$ cat config.mk
export PLATFORM = sky130hd
export DESIGN_NAME = sc_game_scheduler
export DESIGN_NICKNAME = d
export VERILOG_FILES = /design/src/rtl/sc_game_scheduler.sv
export SDC_FILE = /design/constraint.sdc
export NUM_CORES = 1
export LEC_CHECK = 0
export CAP_MARGIN = 20
export CORE_AREA = 3 3 100 102
export CTS_CLUSTER_DIAMETER = 120
export DETAILED_ROUTE_END_ITERATION = 16
export DIE_AREA = 0 0 103 105
export PLACE_DENSITY = 0.68
export SETUP_SLACK_MARGIN = 0.2
export SYNTH_ARGS = -nofsm -noshare
export SYNTH_HDL_FRONTEND = slang
export SYNTH_SLANG_ARGS = --single-unit
$ cat constraint.sdc
create_clock -name SC_GAMESCHEDULER_CLOCK_50 -period 5.05 [get_ports SC_GAMESCHEDULER_CLOCK_50]
set_clock_uncertainty 0.15 [all_clocks]
set_input_delay 1.2625 -clock SC_GAMESCHEDULER_CLOCK_50 [delete_from_list [all_inputs] [get_ports SC_GAMESCHEDULER_CLOCK_50]]
set_output_delay 1.2625 -clock SC_GAMESCHEDULER_CLOCK_50 [all_outputs]
set_load 0.05 [all_outputs]
$ cat src/rtl/sc_game_scheduler.sv
// sc_game_scheduler
// Sequencing controller for the LED-matrix driving game. Runs the
// IDLE -> PLAY -> CRASH -> OVER flow and times the background scroll with a
// tick period that shortens each time the score crosses a level boundary.
//
// Ports
//   SC_GAMESCHEDULER_CLOCK_50          system clock
//   SC_GAMESCHEDULER_RESET_InHigh      asynchronous active-high reset
//   SC_GAMESCHEDULER_startButton_InLow debounced start level, low = pressed
//   SC_GAMESCHEDULER_collision_InLow   low = car overlaps obstacle
//   SC_GAMESCHEDULER_scroll_OutLow     one-cycle low strobe, shift background
//   SC_GAMESCHEDULER_upcount_OutLow    one-cycle low strobe to score counter
//   SC_GAMESCHEDULER_clear_OutLow      low = hold background and score cleared
//   SC_GAMESCHEDULER_state_Out         IDLE=00 PLAY=01 CRASH=10 OVER=11
//   SC_GAMESCHEDULER_level_Out         current level, saturates at 15
//   SC_GAMESCHEDULER_lives_Out         remaining lives
module sc_game_scheduler #(
    parameter int unsigned PERIOD_WIDTH   = 26,
    parameter int unsigned PERIOD_INIT    = 25000000,
    parameter int unsigned PERIOD_MIN     = 5000000,
    parameter int unsigned PERIOD_STEP    = 2500000,
    parameter int unsigned LEVEL_UP_SCORE = 10,
    parameter int unsigned SCORE_WIDTH    = 8,
    parameter int unsigned CRASH_TICKS    = 3,
    parameter int unsigned LIVES          = 3
) (
    input  logic       SC_GAMESCHEDULER_CLOCK_50,
    input  logic       SC_GAMESCHEDULER_RESET_InHigh,
    input  logic       SC_GAMESCHEDULER_startButton_InLow,
    input  logic       SC_GAMESCHEDULER_collision_InLow,
    output logic       SC_GAMESCHEDULER_scroll_OutLow,
    output logic       SC_GAMESCHEDULER_upcount_OutLow,
    output logic       SC_GAMESCHEDULER_clear_OutLow,
    output logic [1:0] SC_GAMESCHEDULER_state_Out,
    output logic [3:0] SC_GAMESCHEDULER_level_Out,
    output logic [2:0] SC_GAMESCHEDULER_lives_Out
);

    localparam logic [1:0] ST_IDLE  = 2'b00;
    localparam logic [1:0] ST_PLAY  = 2'b01;
    localparam logic [1:0] ST_CRASH = 2'b10;
    localparam logic [1:0] ST_OVER  = 2'b11;

    localparam int unsigned CRASH_W = (CRASH_TICKS > 1) ? $clog2(CRASH_TICKS) : 1;
    localparam int unsigned LU_W    = (LEVEL_UP_SCORE > 1) ? $clog2(LEVEL_UP_SCORE) : 1;

    localparam logic [PERIOD_WIDTH-1:0] P_INIT     = PERIOD_WIDTH'(PERIOD_INIT);
    localparam logic [PERIOD_WIDTH-1:0] P_MIN      = PERIOD_WIDTH'(PERIOD_MIN);
    localparam logic [PERIOD_WIDTH-1:0] P_STEP     = PERIOD_WIDTH'(PERIOD_STEP);
    localparam logic [CRASH_W-1:0]      CRASH_LAST = CRASH_W'(CRASH_TICKS - 1);
    localparam logic [LU_W-1:0]         LU_LAST    = LU_W'(LEVEL_UP_SCORE - 1);
    localparam logic [SCORE_WIDTH-1:0]  SCORE_MAX  = '1;
    localparam logic [2:0]              LIVES_INIT = 3'(LIVES);

    logic [1:0]              r_state,     w_state_d;
    logic [PERIOD_WIDTH-1:0] r_tick_cnt,  w_tick_cnt_d;
    logic [PERIOD_WIDTH-1:0] r_period,    w_period_d;
    logic [SCORE_WIDTH-1:0]  r_score,     w_score_d;
    logic [LU_W-1:0]         r_lu_cnt,    w_lu_cnt_d;   // score increments since last level-up
    logic [CRASH_W-1:0]      r_crash_cnt, w_crash_cnt_d;
    logic [3:0]              r_level,     w_level_d;
    logic [2:0]              r_lives,     w_lives_d;
    logic                    r_start_prev;
    logic                    r_scroll,    w_scroll_d;
    logic                    r_upcount,   w_upcount_d;
    logic                    r_clear,     w_clear_d;
    logic                    w_press;
    logic                    w_tick;
    logic                    w_timed;

    assign w_press = r_start_prev & ~SC_GAMESCHEDULER_startButton_InLow;
    assign w_timed = (r_state == ST_PLAY) || (r_state == ST_CRASH);
    assign w_tick  = w_timed && (r_tick_cnt == r_period - PERIOD_WIDTH'(1));

    always_comb begin
        w_state_d     = r_state;
        w_period_d    = r_period;
        w_score_d     = r_score;
        w_lu_cnt_d    = r_lu_cnt;
        w_crash_cnt_d = r_crash_cnt;
        w_level_d     = r_level;
        w_lives_d     = r_lives;
        w_scroll_d    = 1'b1;
        w_upcount_d   = 1'b1;

        case (r_state)
            ST_IDLE: begin
                if (w_press) begin
                    w_state_d  = ST_PLAY;
                    w_level_d  = 4'd0;
                    w_lives_d  = LIVES_INIT;
                    w_period_d = P_INIT;
                    w_score_d  = '0;
                    w_lu_cnt_d = '0;
                end
            end
            ST_PLAY: begin
                // Collision wins over a tick landing on the same cycle.
                if (!SC_GAMESCHEDULER_collision_InLow) begin
                    w_state_d = ST_CRASH;
                end else if (w_tick) begin
                    w_scroll_d = 1'b0;
                    if (r_score != SCORE_MAX) begin
                        w_score_d   = r_score + SCORE_WIDTH'(1);
                        w_upcount_d = 1'b0;
                        if (r_lu_cnt == LU_LAST) begin
                            w_lu_cnt_d = '0;
                            if (r_level != 4'hF) begin
                                w_level_d = r_level + 4'd1;
                            end
                            // Subtract without underflow: floor at P_MIN.
                            if (r_period - P_MIN >= P_STEP) begin
                                w_period_d = r_period - P_STEP;
                            end else begin
                                w_period_d = P_MIN;
                            end
                        end else begin
                            w_lu_cnt_d = r_lu_cnt + LU_W'(1);
                        end
                    end
                end
            end
            ST_CRASH: begin
                if (w_tick) begin
                    if (r_crash_cnt == CRASH_LAST) begin
                        w_lives_d = r_lives - 3'd1;
                        w_state_d = (r_lives == 3'd1) ? ST_OVER : ST_PLAY;
                    end else begin
                        w_crash_cnt_d = r_crash_cnt + CRASH_W'(1);
                    end
                end
            end
            default: begin
                if (w_press) begin
                    w_state_d = ST_IDLE;
                end
            end
        endcase

        // Tick and crash counters restart on every state entry.
        if (w_state_d != r_state) begin
            w_tick_cnt_d  = '0;
            w_crash_cnt_d = '0;
        end else if (w_timed) begin
            w_tick_cnt_d = w_tick ? '0 : r_tick_cnt + PERIOD_WIDTH'(1);
        end else begin
            w_tick_cnt_d = '0;
        end

        w_clear_d = (w_state_d != ST_IDLE);
    end

    always_ff @(posedge SC_GAMESCHEDULER_CLOCK_50 or posedge SC_GAMESCHEDULER_RESET_InHigh) begin
        if (SC_GAMESCHEDULER_RESET_InHigh) begin
            r_state      <= ST_IDLE;
            r_tick_cnt   <= '0;
            r_period     <= P_INIT;
            r_score      <= '0;
            r_lu_cnt     <= '0;
            r_crash_cnt  <= '0;
            r_level      <= 4'd0;
            r_lives      <= LIVES_INIT;
            r_start_prev <= 1'b1;
            r_scroll     <= 1'b1;
            r_upcount    <= 1'b1;
            r_clear      <= 1'b0;
        end else begin
            r_state      <= w_state_d;
            r_tick_cnt   <= w_tick_cnt_d;
            r_period     <= w_period_d;
            r_score      <= w_score_d;
            r_lu_cnt     <= w_lu_cnt_d;
            r_crash_cnt  <= w_crash_cnt_d;
            r_level      <= w_level_d;
            r_lives      <= w_lives_d;
            r_start_prev <= SC_GAMESCHEDULER_startButton_InLow;
            r_scroll     <= w_scroll_d;
            r_upcount    <= w_upcount_d;
            r_clear      <= w_clear_d;
        end
    end

    assign SC_GAMESCHEDULER_scroll_OutLow  = r_scroll;
    assign SC_GAMESCHEDULER_upcount_OutLow = r_upcount;
    assign SC_GAMESCHEDULER_clear_OutLow   = r_clear;
    assign SC_GAMESCHEDULER_state_Out      = r_state;
    assign SC_GAMESCHEDULER_level_Out      = r_level;
    assign SC_GAMESCHEDULER_lives_Out      = r_lives;

endmodule
Word-level counts from Yosys, hierarchy flattened. Cells that the tools add are included.

Add/sub/neg operators: 9. $lt $le $gt $ge: 1. Eq/ne operators: 18. Muxes and demuxes: 49. Bitwise logic cells: 2. Reduce and logical (&&, ||, !) cells: 13.

Operators by type and width (number): $mux 26 (9); $pmux 26 s2 (1); $mux 4 (10); $mux 8 (4); $add 26x1->26 const B (1); $eq 26x26->1 (1); $ge 26x22->1 const B (1); $sub 26x1->26 const B (1); $sub 26x22->26 const B (1); $sub 26x23->26 const B (1); $mux 2 (10); $pmux 4 s2 (2); $pmux 8 s2 (1); $ne 2x1->1 const B (5); $reduce_bool 2->1 (5); $mux 3 (3); $add 4x1->4 const B (2); $add 8x1->8 const B (1); $ne 2x2->1 const B (4); $ne 8x8->1 const B (1); $mux 1 (7); $reduce_and 7->1 (1); $pmux 2 s3 (1); $pmux 3 s2 (1); 17 further kinds (18).

Bits in registers: 79. Input port bits: 4. Output and inout port bits: 12. Word-level logic and storage cells: 104.

Logic depth before layout (Yosys ltp). Gate-level depths: netlist of the first run.

Word-level depth: 8. Depth in mapped cells: 13. Mapped depth without buffers: 10.

Worst setup path before layout of the first run. OpenSTA, ideal clock, no wires.

Path kind: register to register. Start point: reg r_period[5]. End point: reg r_level[1], in the netlist SC_GAMESCHEDULER_level_Out[1]. Library setup time: 0.069 ns. Arrival time: 3.449 ns. Data required time: 4.831 ns. Slack: 1.382 ns. Cell stages (with the launch flop): 12. Path buffers: 1. Period minus slack after synthesis: 3.668 ns. Cell sequence: dfrtp_1 > inv_1 > ha_1 > or3b_1 > clkbuf_1 > or3_4 > o31ai_1 > nand4b_1 > or4_4 > or2_1 > or4_1 > nand3_1.

Longest elaborated chain between the ends: 5.

RTL lines: from (decl) (RTL line 57) `logic [PERIOD_WIDTH-1:0] r_period, w_period_d;`; from (signal assigned) (RTL line 170) `r_period <= w_period_d;`; $sub 26x1->26 (RTL line 73) `assign w_tick = w_timed && (r_tick_cnt == r_period - PERIOD_WIDTH'(1));`; $eq 26x26->1 (RTL line 73); $logic_and 1x1->1 (RTL line 73); $ne 2x2->1 (no line); $reduce_and 7->1 (no line); to (signal assigned) (RTL line 174) `r_level <= w_level_d;`; to (decl) (RTL line 61) `logic [3:0] r_level, w_level_d;`.

Every way passes these cells. A chain may end at the register's enable or synchronous reset.

Worst setup path after layout of the first run.
Start point: reg r_period[5]. End point: reg r_period[9].

Longest elaborated chain between the ends: 8. Elaborated cells on any way between the ends: 14. Those cells by class: add/sub: 3; order compare: 1; eq/ne: 2; mux: 6; reduce/logical: 2.

RTL lines: $sub 26x23->26 (RTL line 112) `if (r_period - P_MIN >= P_STEP) begin`; $ge 26x22->1 (RTL line 112); $mux 26 (RTL line 112); $mux 26 (RTL line 106) `if (r_lu_cnt == LU_LAST) begin`; $mux 26 (RTL line 103) `if (r_score != SCORE_MAX) begin`; $mux 26 (RTL line 101) `end else if (w_tick) begin`; $mux 26 (RTL line 99) `if (!SC_GAMESCHEDULER_collision_InLow) begin`; $pmux 26 s2 (RTL line 86) `case (r_state)`.

Parallel ways exist; a longest one is shown, timed or not. The select of a mux whose other input is x is not followed.

==> results of run 1 <==
worst min path at each step:
stage / start / end / slack, ps / cells after the start
2_1_floorplan: r_tick_cnt[0] / r_tick_cnt[0] / 300 / 1
4_1_cts: r_tick_cnt[0] / r_tick_cnt[0] / 340 / 1
3_3_place_gp: r_tick_cnt[0] / r_tick_cnt[0] / 320 / 1
3_5_place_dp: r_tick_cnt[0] / r_tick_cnt[0] / 330 / 1
6_report: r_tick_cnt[0] / r_tick_cnt[0] / 330 / 1
5_1_grt: r_tick_cnt[0] / r_tick_cnt[0] / 370 / 1
power groups by stage:
stage | sequential [W] | clock (W) | combinational [W]
6_report | 0.000636 | 0.000518 | 0.000304
5_1_grt | 0.000640 | 0.000562 | 0.000343
3_3_place_gp | 0.000646 | 0 | 0.000300
4_1_cts | 0.000636 | 0.000534 | 0.000305
2_1_floorplan | 0.000670 | 0 | 0.000194
3_5_place_dp | 0.000647 | 0 | 0.000304
metrics by stage:
stage	instances	hold WS (ps)
floorplan	583	305
global placement	686	316
detailed placement	686	326
CTS	702	337
global route	702	374
finish	702	335
layer usage:
| layer | up-vias | global-route usage [%] | share of wire [%] |
|---|---|---|---|
| met5 | - | 0 | 0 |
| met3 | 28 | 3.54 | 4.1 |
| li1 | 2098 | - | - |
| met2 | 119 | 36.8 | 48 |
| met4 | 0 | 9.53 | 2.7 |
| met1 | 2074 | 31.9 | 45 |
cell usage after synthesis, types with 16 or more instances:
master and count:
nor2_1 67, dfrtp_1 57, nor3_1 16, nand2_1 38, xnor2_1 23, o21ai_1 18
xor2_1 34, nand3_1 34, dfstp_2 17, clkbuf_1 23, a21oi_1 23, inv_1 24
and3_1 18
cells by family (layout without fill, tap and decap cells):
family	count (synthesis)	in the layout	synth area share, %
AOI/OAI and AO/OA	113	113	15.3
DFF	74	74	37.3
and+or+nand+nor	267	267	28.8
adders and majority gates	13	13	3.24
xor gates and xnor gates	57	57	9.94
buffers and inverters	53	61	4.16
muxes	6	6	1.25
sequential cells by signal, indices dropped and copies added (netlist names):
register	flops
r_crash_cnt	2
SC_GAMESCHEDULER_clear_OutLow	1
r_period	21
r_score	8
SC_GAMESCHEDULER_state_Out	2
r_tick_cnt	26
r_lu_cnt	4
SC_GAMESCHEDULER_lives_Out	3
r_start_prev	1
SC_GAMESCHEDULER_scroll_OutLow	1
SC_GAMESCHEDULER_level_Out	4
SC_GAMESCHEDULER_upcount_OutLow	1
cell type report:
type                            count  share of cell area (%)
Multi-Input combinational cell    456                    53.9
Tap cell                          111                    2.54
Sequential cell                    74                    34.3
Clock inverter                      5                    1.42
Timing Repair Buffer               21                    3.58
Inverter                           24                    1.65
Clock buffer                       11                    2.59
==> impl_metrics.env, run 1 <==
export IMPL_hold_viol_final=0
export IMPL_cp_end_kind="flop"
export IMPL_seqPwrFrac_pct=43.6
export IMPL_clock_latency_ps=350
export IMPL_cp_max_fo=8
export IMPL_async_reset_ff_share_pct=100
export IMPL_ff2ff_path_depth=10
export IMPL_drt_wl_total_mm=11.9
export IMPL_syn_nets=600
export IMPL_cts_buffers=9
export IMPL_die_area_um2=10800
export IMPL_worst_ep_arrival_time_ps=4280
export IMPL_switching_share_pct=31.9
export IMPL_syn_mean_instance_area_um2=8.62
export IMPL_critPathCapture="r_period[9]"
export IMPL_yosys_warnings=0
export IMPL_setup_ws_ps=862
export IMPL_p_switching_w=0.000465
export IMPL_finalSetupViolCount=0
export IMPL_power_density_nw_per_um2=267
export IMPL_clkTransAtPathRegs_ps=80
export IMPL_root_buffer="clkbuf_8"
export IMPL_via_per_inst=6.15
export IMPL_syn_cell_area_um2=5020
export IMPL_synth_seq_cells=74
export IMPL_track_usage_pct=23.4
export IMPL_synth_top_area_share_pct=28.4
export IMPL_h_tree_depth=3
export IMPL_gp_congestion=0.978
export IMPL_final_cell_mix="67 x nor2_1, 57 x dfrtp_1, 38 x nand2_1"
export IMPL_core_um2=9200
export IMPL_chipHeight_um=105
export IMPL_grt_pass1_vias=4038
export IMPL_cts_sinks=74
export IMPL_synthCells=583
export IMPL_port_buffers=15
export IMPL_yosysSeqAreaShare_pct=37.3
export IMPL_nets=603
export IMPL_synthTopCellsByArea="dfrtp_1 28%, dfstp_2 8.9%, xor2_1 5.9%"
export IMPL_grt_overflow=0
export IMPL_crit_cells=10
export IMPL_critPathKind="reg -> reg"
export IMPL_worst_pin_slew_ps=916
export IMPL_grt_start_max_net_pins=75
export IMPL_ioPinCount=16
export IMPL_ir_drop_mv=0.162
export IMPL_regArea_um2=1870
export IMPL_ctsHoldBuffers=0
export IMPL_crit_chain="inv_1 -> ha_1 -> or3b_1 -> or3_4 -> nor3_1 -> xnor2_1 -> nor3_1 -> and4b_1 -> nand2b_1 -> o311a_1"
export IMPL_fillerInstances=857
export IMPL_drive_gt1_share_pct=8.63
export IMPL_syn_to_final_growth_pct=8.64
export IMPL_multi_input_area_um2=2940
export IMPL_worst_path_most_repeated_cell="nor3_1"
export IMPL_slew_headroom_pct=39.0
export IMPL_post_route_period_util_pct=82.9
export IMPL_cts_resized=0
export IMPL_synth_edf_count=0
export IMPL_drc=0
export IMPL_postCtsSetupBuffers=0
export IMPL_fin_util_pct=59.3
export IMPL_cp_required_ps=5140
export IMPL_crit_buf_inv=1
export IMPL_cp_top_family="simple AND/OR/NAND/NOR gates"
export IMPL_crit_start="r_period[5]"
export IMPL_rsz0062_at_grt="no"
export IMPL_dr_first_iter_drc_count=283
export IMPL_p_int_w=0.000994
export IMPL_hp_class="reg -> reg"
export IMPL_min_period_ps=4190
export IMPL_grt_pass1_wl_mm=20.3
export IMPL_status="complete, no violations"
export IMPL_critPathLaunchType="flop"
export IMPL_final_common_cell="nor2_1"
export IMPL_yosys_area_top_type="dfrtp_1"
export IMPL_ant_nets=0
export IMPL_hpwl_mm=8.60
export IMPL_design_area_um2=5460
export IMPL_r2r_slack_ps=860
export IMPL_cts_tree="built"
export IMPL_dp_slack_ps=988
export IMPL_cap_violations=0
export IMPL_r2r_start="r_period[5]"
export IMPL_reg2reg_to="r_period[9]"
export IMPL_diodes=0
export IMPL_synth_cell_type_count=70
export IMPL_die_w_um=103
export IMPL_cp_slowest_cell="nor3_1"
export IMPL_vias=4319
export IMPL_fmax_mhz=239
export IMPL_fin_total_pwr_w=0.00146
export IMPL_drt_pass1_iter_count=5
export IMPL_ys_flop_type="dfrtp_1"
export IMPL_clkPwrFrac_pct=35.5
export IMPL_finalMaxSlewViolations=0
export IMPL_antenna_found_initial=0
export IMPL_power_frac_comb_pct=20.8
export IMPL_placed_cell_area_um2=5240
export IMPL_clock_path_buffers=2
export IMPL_rows=35
export IMPL_critical_path_max_stage_delay_ps=550
export IMPL_start_util_pct=54.6
export IMPL_p_leak_nw=2.20
export IMPL_final_setup_tns_ps=0
export IMPL_avgRoutedWirePerCell_um=16.9
Note: power is estimated with default switching activity, not from simulation.
==> inputs of run 2 (changes only) <==
==> constraint.sdc (replaced) <==
create_clock -name SC_GAMESCHEDULER_CLOCK_50 -period 3.86 [get_ports SC_GAMESCHEDULER_CLOCK_50]
set_clock_uncertainty 0.15 [all_clocks]
set_input_delay 0.965 -clock SC_GAMESCHEDULER_CLOCK_50 [delete_from_list [all_inputs] [get_ports SC_GAMESCHEDULER_CLOCK_50]]
set_output_delay 0.965 -clock SC_GAMESCHEDULER_CLOCK_50 [all_outputs]
set_load 0.05 [all_outputs]
==> run 2 against run 1 <==
Global-route usage up 1.2 points. Utilization up 3.3 points. Combinational power up 40%. Routed wire length up 6.7%. Via count up 1.6%. Non-clock buffer count up 26. Sequential share of layout area down 1.8 points. Critical path type unchanged.
==> impl_metrics.env, run 2 (synthesized netlist as in run 1, its figures left out) <==
export IMPL_final_setup_tns_ps=0
export IMPL_grt_start_max_net_pins=29
export IMPL_top_register="r_tick_cnt"
export IMPL_min_period_ps=3590
export IMPL_antenna_found_initial=0
export IMPL_worst_ep_arrival_time_ps=3730
export IMPL_finalMaxSlewViolations=0
export IMPL_slew_headroom_pct=57.1
export IMPL_critPathKind="reg -> reg"
export IMPL_diodes=0
export IMPL_drive_gt1_share_pct=15.1
export IMPL_dr_first_iter_drc_count=252
export IMPL_clkTransAtPathRegs_ps=80
export IMPL_hold_viol_final=0
export IMPL_avgRoutedWirePerCell_um=17.4
export IMPL_core_um2=9200
export IMPL_ant_nets=0
export IMPL_clock_latency_ps=350
export IMPL_fmax_mhz=278
export IMPL_critPathLaunchType="flop"
export IMPL_post_route_period_util_pct=93.1
export IMPL_largest_reg_flops=26
export IMPL_final_common_cell="nor2_1"
export IMPL_top_regs="r_tick_cnt: 26 flops, r_period: 21 flops, r_score: 8 flops"
export IMPL_via_per_inst=6.03
export IMPL_status="complete, no violations"
export IMPL_p_leak_nw=2.38
export IMPL_port_buffers=15
export IMPL_clock_path_buffers=2
export IMPL_drt_wl_total_mm=12.7
export IMPL_dp_cells=706
export IMPL_hpwl_mm=9.40
export IMPL_vias=4387
export IMPL_power_density_nw_per_um2=352
export IMPL_multi_input_area_um2=3010
export IMPL_cap_violations=0
export IMPL_grt_pass1_vias=4199
export IMPL_final_cell_count_no_fill=728
export IMPL_root_buffer="clkbuf_8"
export IMPL_cts_tree="built"
export IMPL_track_usage_pct=24.6
export IMPL_ioPinCount=16
export IMPL_cp_end_kind="flop"
export IMPL_ir_drop_mv=0.196
export IMPL_hp_class="reg -> reg"
export IMPL_die_area_um2=10800
export IMPL_drt_pass1_iter_count=5
export IMPL_grt_pass1_wl_mm=21.2
export IMPL_start_util_pct=54.6
export IMPL_chipHeight_um=105
export IMPL_finalSetupViolCount=0
export IMPL_gp_congestion=0.921
export IMPL_regArea_um2=1870
export IMPL_cp_max_fo=8
export IMPL_drc=0
export IMPL_cts_buffers=9
export IMPL_cp_required_ps=4000
export IMPL_worst_pin_slew_ps=637
export IMPL_rsz0062_at_grt="no"
export IMPL_fillerInstances=809
export IMPL_syn_to_final_growth_pct=14.7
export IMPL_rows=35
export IMPL_final_cell_mix="67 x nor2_1, 56 x dfrtp_1, 37 x nand2_1"
export IMPL_cts_sinks=74
export IMPL_die_w_um=103
export IMPL_nets=629
export IMPL_grt_overflow=0
export IMPL_h_tree_depth=3
[run 2: cell count changes in the layout (fill, tap and decap cells not counted), sizes merged]
cell / delta
buf: +26
bufinv: +1
clkbuf: +1
clkinv: -2
[run 2: per-layer routing]
metal / routed length, µm / global-route usage (%) / vias to the layer above
li1: - / - / 2145
met1: 5660 / 34.5 / 2130
met2: 6260 / 39.6 / 93
met3: 569 / 4.67 / 19
met4: 201 / 4.81 / 0
met5: 0 / 0 / -
[run 2: critical path: stages (launching register included)]
cell and delay, ps:
dfrtp_2 450, inv_2 80, ha_2 170, or3b_4 440
or4_1 480, a211o_1 280, o311a_4 140, or4_4 470
or2_4 280, or4_1 500, nand3_1 100
[run 2: repair_timing]
action / CTS / global route
endpoints found under the setup margin: 12 / 58
hold buffers: 0 / 0
setup buffers: 1 / 5
gates resized for setup: 3 / 15
pin swaps: 1 / 8
[run 2: cell type report]
class | count | share of cell area, %
multi-input cells | 456 | 52.3
flip-flops and latches | 74 | 32.5
repair buffers | 47 | 6.84
clock buffers | 12 | 2.69
well taps | 111 | 2.41
clock inverters | 4 | 1.69
inverters | 24 | 1.56
[run 2: final timing paths]
check	from	to	slack (ps)	cells past startpoint
worst max-delay path	r_period[5]	SC_GAMESCHEDULER_level_Out[1]	270	10
worst min-delay path	r_tick_cnt[0]	r_tick_cnt[0]	340	1
worst max register to register	r_period[5]	SC_GAMESCHEDULER_level_Out[1]	270	10
worst min register to register	r_tick_cnt[0]	r_tick_cnt[0]	340	1
max in group asynchronous	SC_GAMESCHEDULER_RESET_InHigh	r_period[16]	1920	3
min in group asynchronous	SC_GAMESCHEDULER_RESET_InHigh	r_tick_cnt[11]	830	2
[run 2: metrics by stage]
step,instance area (µm²),total power (W),worst slack (ps),hold slack (ps),util [%]
after floorplan,5030,0.00113,213,305,-
after CTS,5660,0.00203,184,353,61.6
after global placement,5390,0.00126,140,328,58.6
after global routing,5760,0.00213,151,389,62.6
final,5760,0.00203,266,343,62.6
after detailed placement,5390,0.00126,42.4,341,58.6
[run 2: report_power, final]
| part | switching [W] | internal [W] | total (W) |
|---|---|---|---|
| Combinational | 0.000291 | 0.000135 | 0.000426 |
| Clock | 0.000301 | 0.000465 | 0.000767 |
| Sequential | 0.0000319 | 0.000801 | 0.000833 |
| Total | 0.000625 | 0.00140 | 0.00203 |
==> inputs of run 3 (changes only) <==
--- a/config.mk
+++ b/config.mk
@@ -6,11 +6,11 @@
 export NUM_CORES = 1
 export LEC_CHECK = 0
 export CAP_MARGIN = 20
-export CORE_AREA = 3 3 100 102
+export CORE_AREA = 3 3 110 112
 export CTS_CLUSTER_DIAMETER = 120
 export DETAILED_ROUTE_END_ITERATION = 16
-export DIE_AREA = 0 0 103 105
-export PLACE_DENSITY = 0.68
+export DIE_AREA = 0 0 113 115
+export PLACE_DENSITY = 0.58
 export SETUP_SLACK_MARGIN = 0.2
 export SYNTH_ARGS = -nofsm -noshare
 export SYNTH_HDL_FRONTEND = slang
==> run 3 against run 2 <==
Largest power group unchanged. Count of clock-buffer cells in the layout is 2 higher. Sequential power hardly changed. Maximum frequency is 2.0% higher. Critical path depth stayed put. Hold slack worse by 2.6 ps. Global-route usage is 3.8 points lower. Sequential cell count stayed put. Die area is 20% higher. Register-to-register slack better by 70 ps. Cell count is 3.6% higher. Largest cell class unchanged.
==> impl_metrics.env, run 3 (synthesized netlist as in run 1, its figures left out) <==
export IMPL_status="complete, no violations"
export IMPL_rows=39
export IMPL_clock_path_buffers=2
export IMPL_nets=623
export IMPL_cp_slowest_cell="or4_4"
export IMPL_seqPwrFrac_pct=40.4
export IMPL_reg2reg_to="SC_GAMESCHEDULER_level_Out[1]"
export IMPL_diodes=0
export IMPL_p_leak_nw=2.38
export IMPL_cts_buffers=9
export IMPL_die_area_um2=13000
export IMPL_postCtsSetupBuffers=0
export IMPL_port_buffers=15
export IMPL_vias=4394
export IMPL_switching_share_pct=31.2
export IMPL_final_setup_tns_ps=0
export IMPL_gp_congestion=0.936
export IMPL_cts_tree="built"
export IMPL_drt_wl_total_mm=12.9
export IMPL_power_frac_comb_pct=20.4
export IMPL_power_density_nw_per_um2=358
export IMPL_cp_end_kind="flop"
export IMPL_h_tree_depth=3
export IMPL_hold_viol_final=0
export IMPL_syn_to_final_growth_pct=15.0
export IMPL_ioPinCount=16
export IMPL_drive_gt1_share_pct=13.4
export IMPL_ir_drop_mv=0.249
export IMPL_post_route_period_util_pct=91.3
export IMPL_worst_ep_arrival_time_ps=3650
export IMPL_final_cell_mix="67 x nor2_1, 57 x dfrtp_1, 38 x nand2_1"
export IMPL_final_common_cell="nor2_1"
export IMPL_min_period_ps=3520
export IMPL_fin_util_pct=51.0
export IMPL_cp_required_ps=3980
export IMPL_crit_cells=10
export IMPL_critPathLaunchType="flop"
export IMPL_worst_pin_slew_ps=704
export IMPL_start_util_pct=44.4
export IMPL_grt_start_max_net_pins=44
export IMPL_clkPwrFrac_pct=39.2
export IMPL_root_buffer="clkbuf_16"
export IMPL_fmax_mhz=284
export IMPL_top_register="r_tick_cnt"
export IMPL_cap_violations=0
export IMPL_core_um2=11300
export IMPL_critical_path_max_stage_delay_ps=600
export IMPL_dr_first_iter_drc_count=409
export IMPL_fin_total_pwr_w=0.00207
export IMPL_ctsHoldBuffers=0
export IMPL_cp_top_family="simple AND/OR/NAND/NOR gates"
export IMPL_finalMaxSlewViolations=0
export IMPL_drt_pass1_iter_count=5
export IMPL_critPathCapture="SC_GAMESCHEDULER_level_Out[1]"
export IMPL_largest_reg_flops=26
export IMPL_grt_pass1_vias=4277
export IMPL_hp_class="reg -> reg"
export IMPL_cp_max_fo=8
export IMPL_grt_pass1_wl_mm=21.7
export IMPL_die_w_um=113
export IMPL_ff2ff_path_depth=10
export IMPL_rsz0062_at_grt="no"
export IMPL_r2r_start="r_period[5]"
export IMPL_chipHeight_um=115
export IMPL_drc=0
export IMPL_antenna_found_initial=0
export IMPL_hp_start="r_tick_cnt[0]"
export IMPL_hpwl_mm=9.46
export IMPL_crit_start="r_period[5]"
export IMPL_p_switching_w=0.000645
export IMPL_critPathKind="reg -> reg"
export IMPL_track_usage_pct=20.9
export IMPL_clock_latency_ps=340
export IMPL_p_int_w=0.00142
export IMPL_cts_sinks=74
export IMPL_via_per_inst=5.83
export IMPL_crit_chain="inv_2 -> ha_2 -> or3b_4 -> or3_4 -> o31ai_2 -> nand4b_1 -> or4_4 -> or2_4 -> or4_1 -> nand3_1"
export IMPL_grt_overflow=0
export IMPL_clkTransAtPathRegs_ps=60
export IMPL_slew_headroom_pct=53.0
export IMPL_top_regs="r_tick_cnt: 26 flops, r_period: 21 flops, r_score: 8 flops"
export IMPL_ant_nets=0
export IMPL_avgRoutedWirePerCell_um=17.1
export IMPL_r2r_slack_ps=340
export IMPL_crit_buf_inv=1
export IMPL_finalSetupViolCount=0
run 3: worst reg2reg max path: cells and delay by family (launching register included):
| family | cells | cell delay, ps |
|---|---|---|
| and+or+nand+nor | 7 | 2440 |
| adders and majority gates | 1 | 170 |
| DFF | 1 | 380 |
| AOI/OAI and AO/OA | 1 | 240 |
| buffers and inverters | 1 | 80 |
run 3: worst min path at each step:
stage | cells after the start | endpoint
finish | 1 | r_tick_cnt[0]
global route | 1 | r_tick_cnt[0]
CTS | 1 | r_tick_cnt[0]
detailed placement | 1 | r_tick_cnt[0]
global placement | 1 | r_tick_cnt[0]
floorplan | 1 | r_tick_cnt[0]
run 3: power groups by stage:
stage / clock, W / sequential [W] / combinational, W
6_report: 0.000809 / 0.000835 / 0.000422
5_1_grt: 0.000867 / 0.000839 / 0.000472
4_1_cts: 0.000834 / 0.000834 / 0.000425
3_5_place_dp: 0 / 0.000848 / 0.000423
3_3_place_gp: 0 / 0.000846 / 0.000421
2_1_floorplan: 0 / 0.000876 / 0.000254
run 3: routing by layer:
layer,GRT usage [%],routed length (µm)
met2,34.4,6140
met3,5.21,541
met5,0,0
met4,6.33,193
met1,27.3,5980
run 3: repair_timing:
action                                 in CTS  in global routing
pin swaps                                   0                  3
setup endpoints to repair                   5                  9
resized for setup                           2                 10
endpoints found under the hold margin       0                  0
run 3: through the flow:
| step | cells | setup WS, ps | hold slack (ps) | cell area (µm²) |
|---|---|---|---|---|
| 2_1_floorplan | 583 | 213 | 305 | 5030 |
| 3_3_place_gp | 738 | 224 | 318 | 5440 |
| 3_5_place_dp | 738 | 166 | 337 | 5440 |
| 4_1_cts | 754 | 245 | 345 | 5730 |
| 5_1_grt | 754 | 206 | 374 | 5780 |
| 6_report | 754 | 337 | 341 | 5780 |
run 3: layout make-up:
| class | count | area (µm²) |
|---|---|---|
| fillers | 1070 | 5550 |
| multi-input cells | 456 | 2990 |
| flip-flops and latches | 74 | 1870 |
| repair buffers | 41 | 358 |
| clock buffers | 14 | 274 |
| well taps | 143 | 179 |
| inverters | 24 | 90.1 |
| clock inverters | 2 | 10.0 |
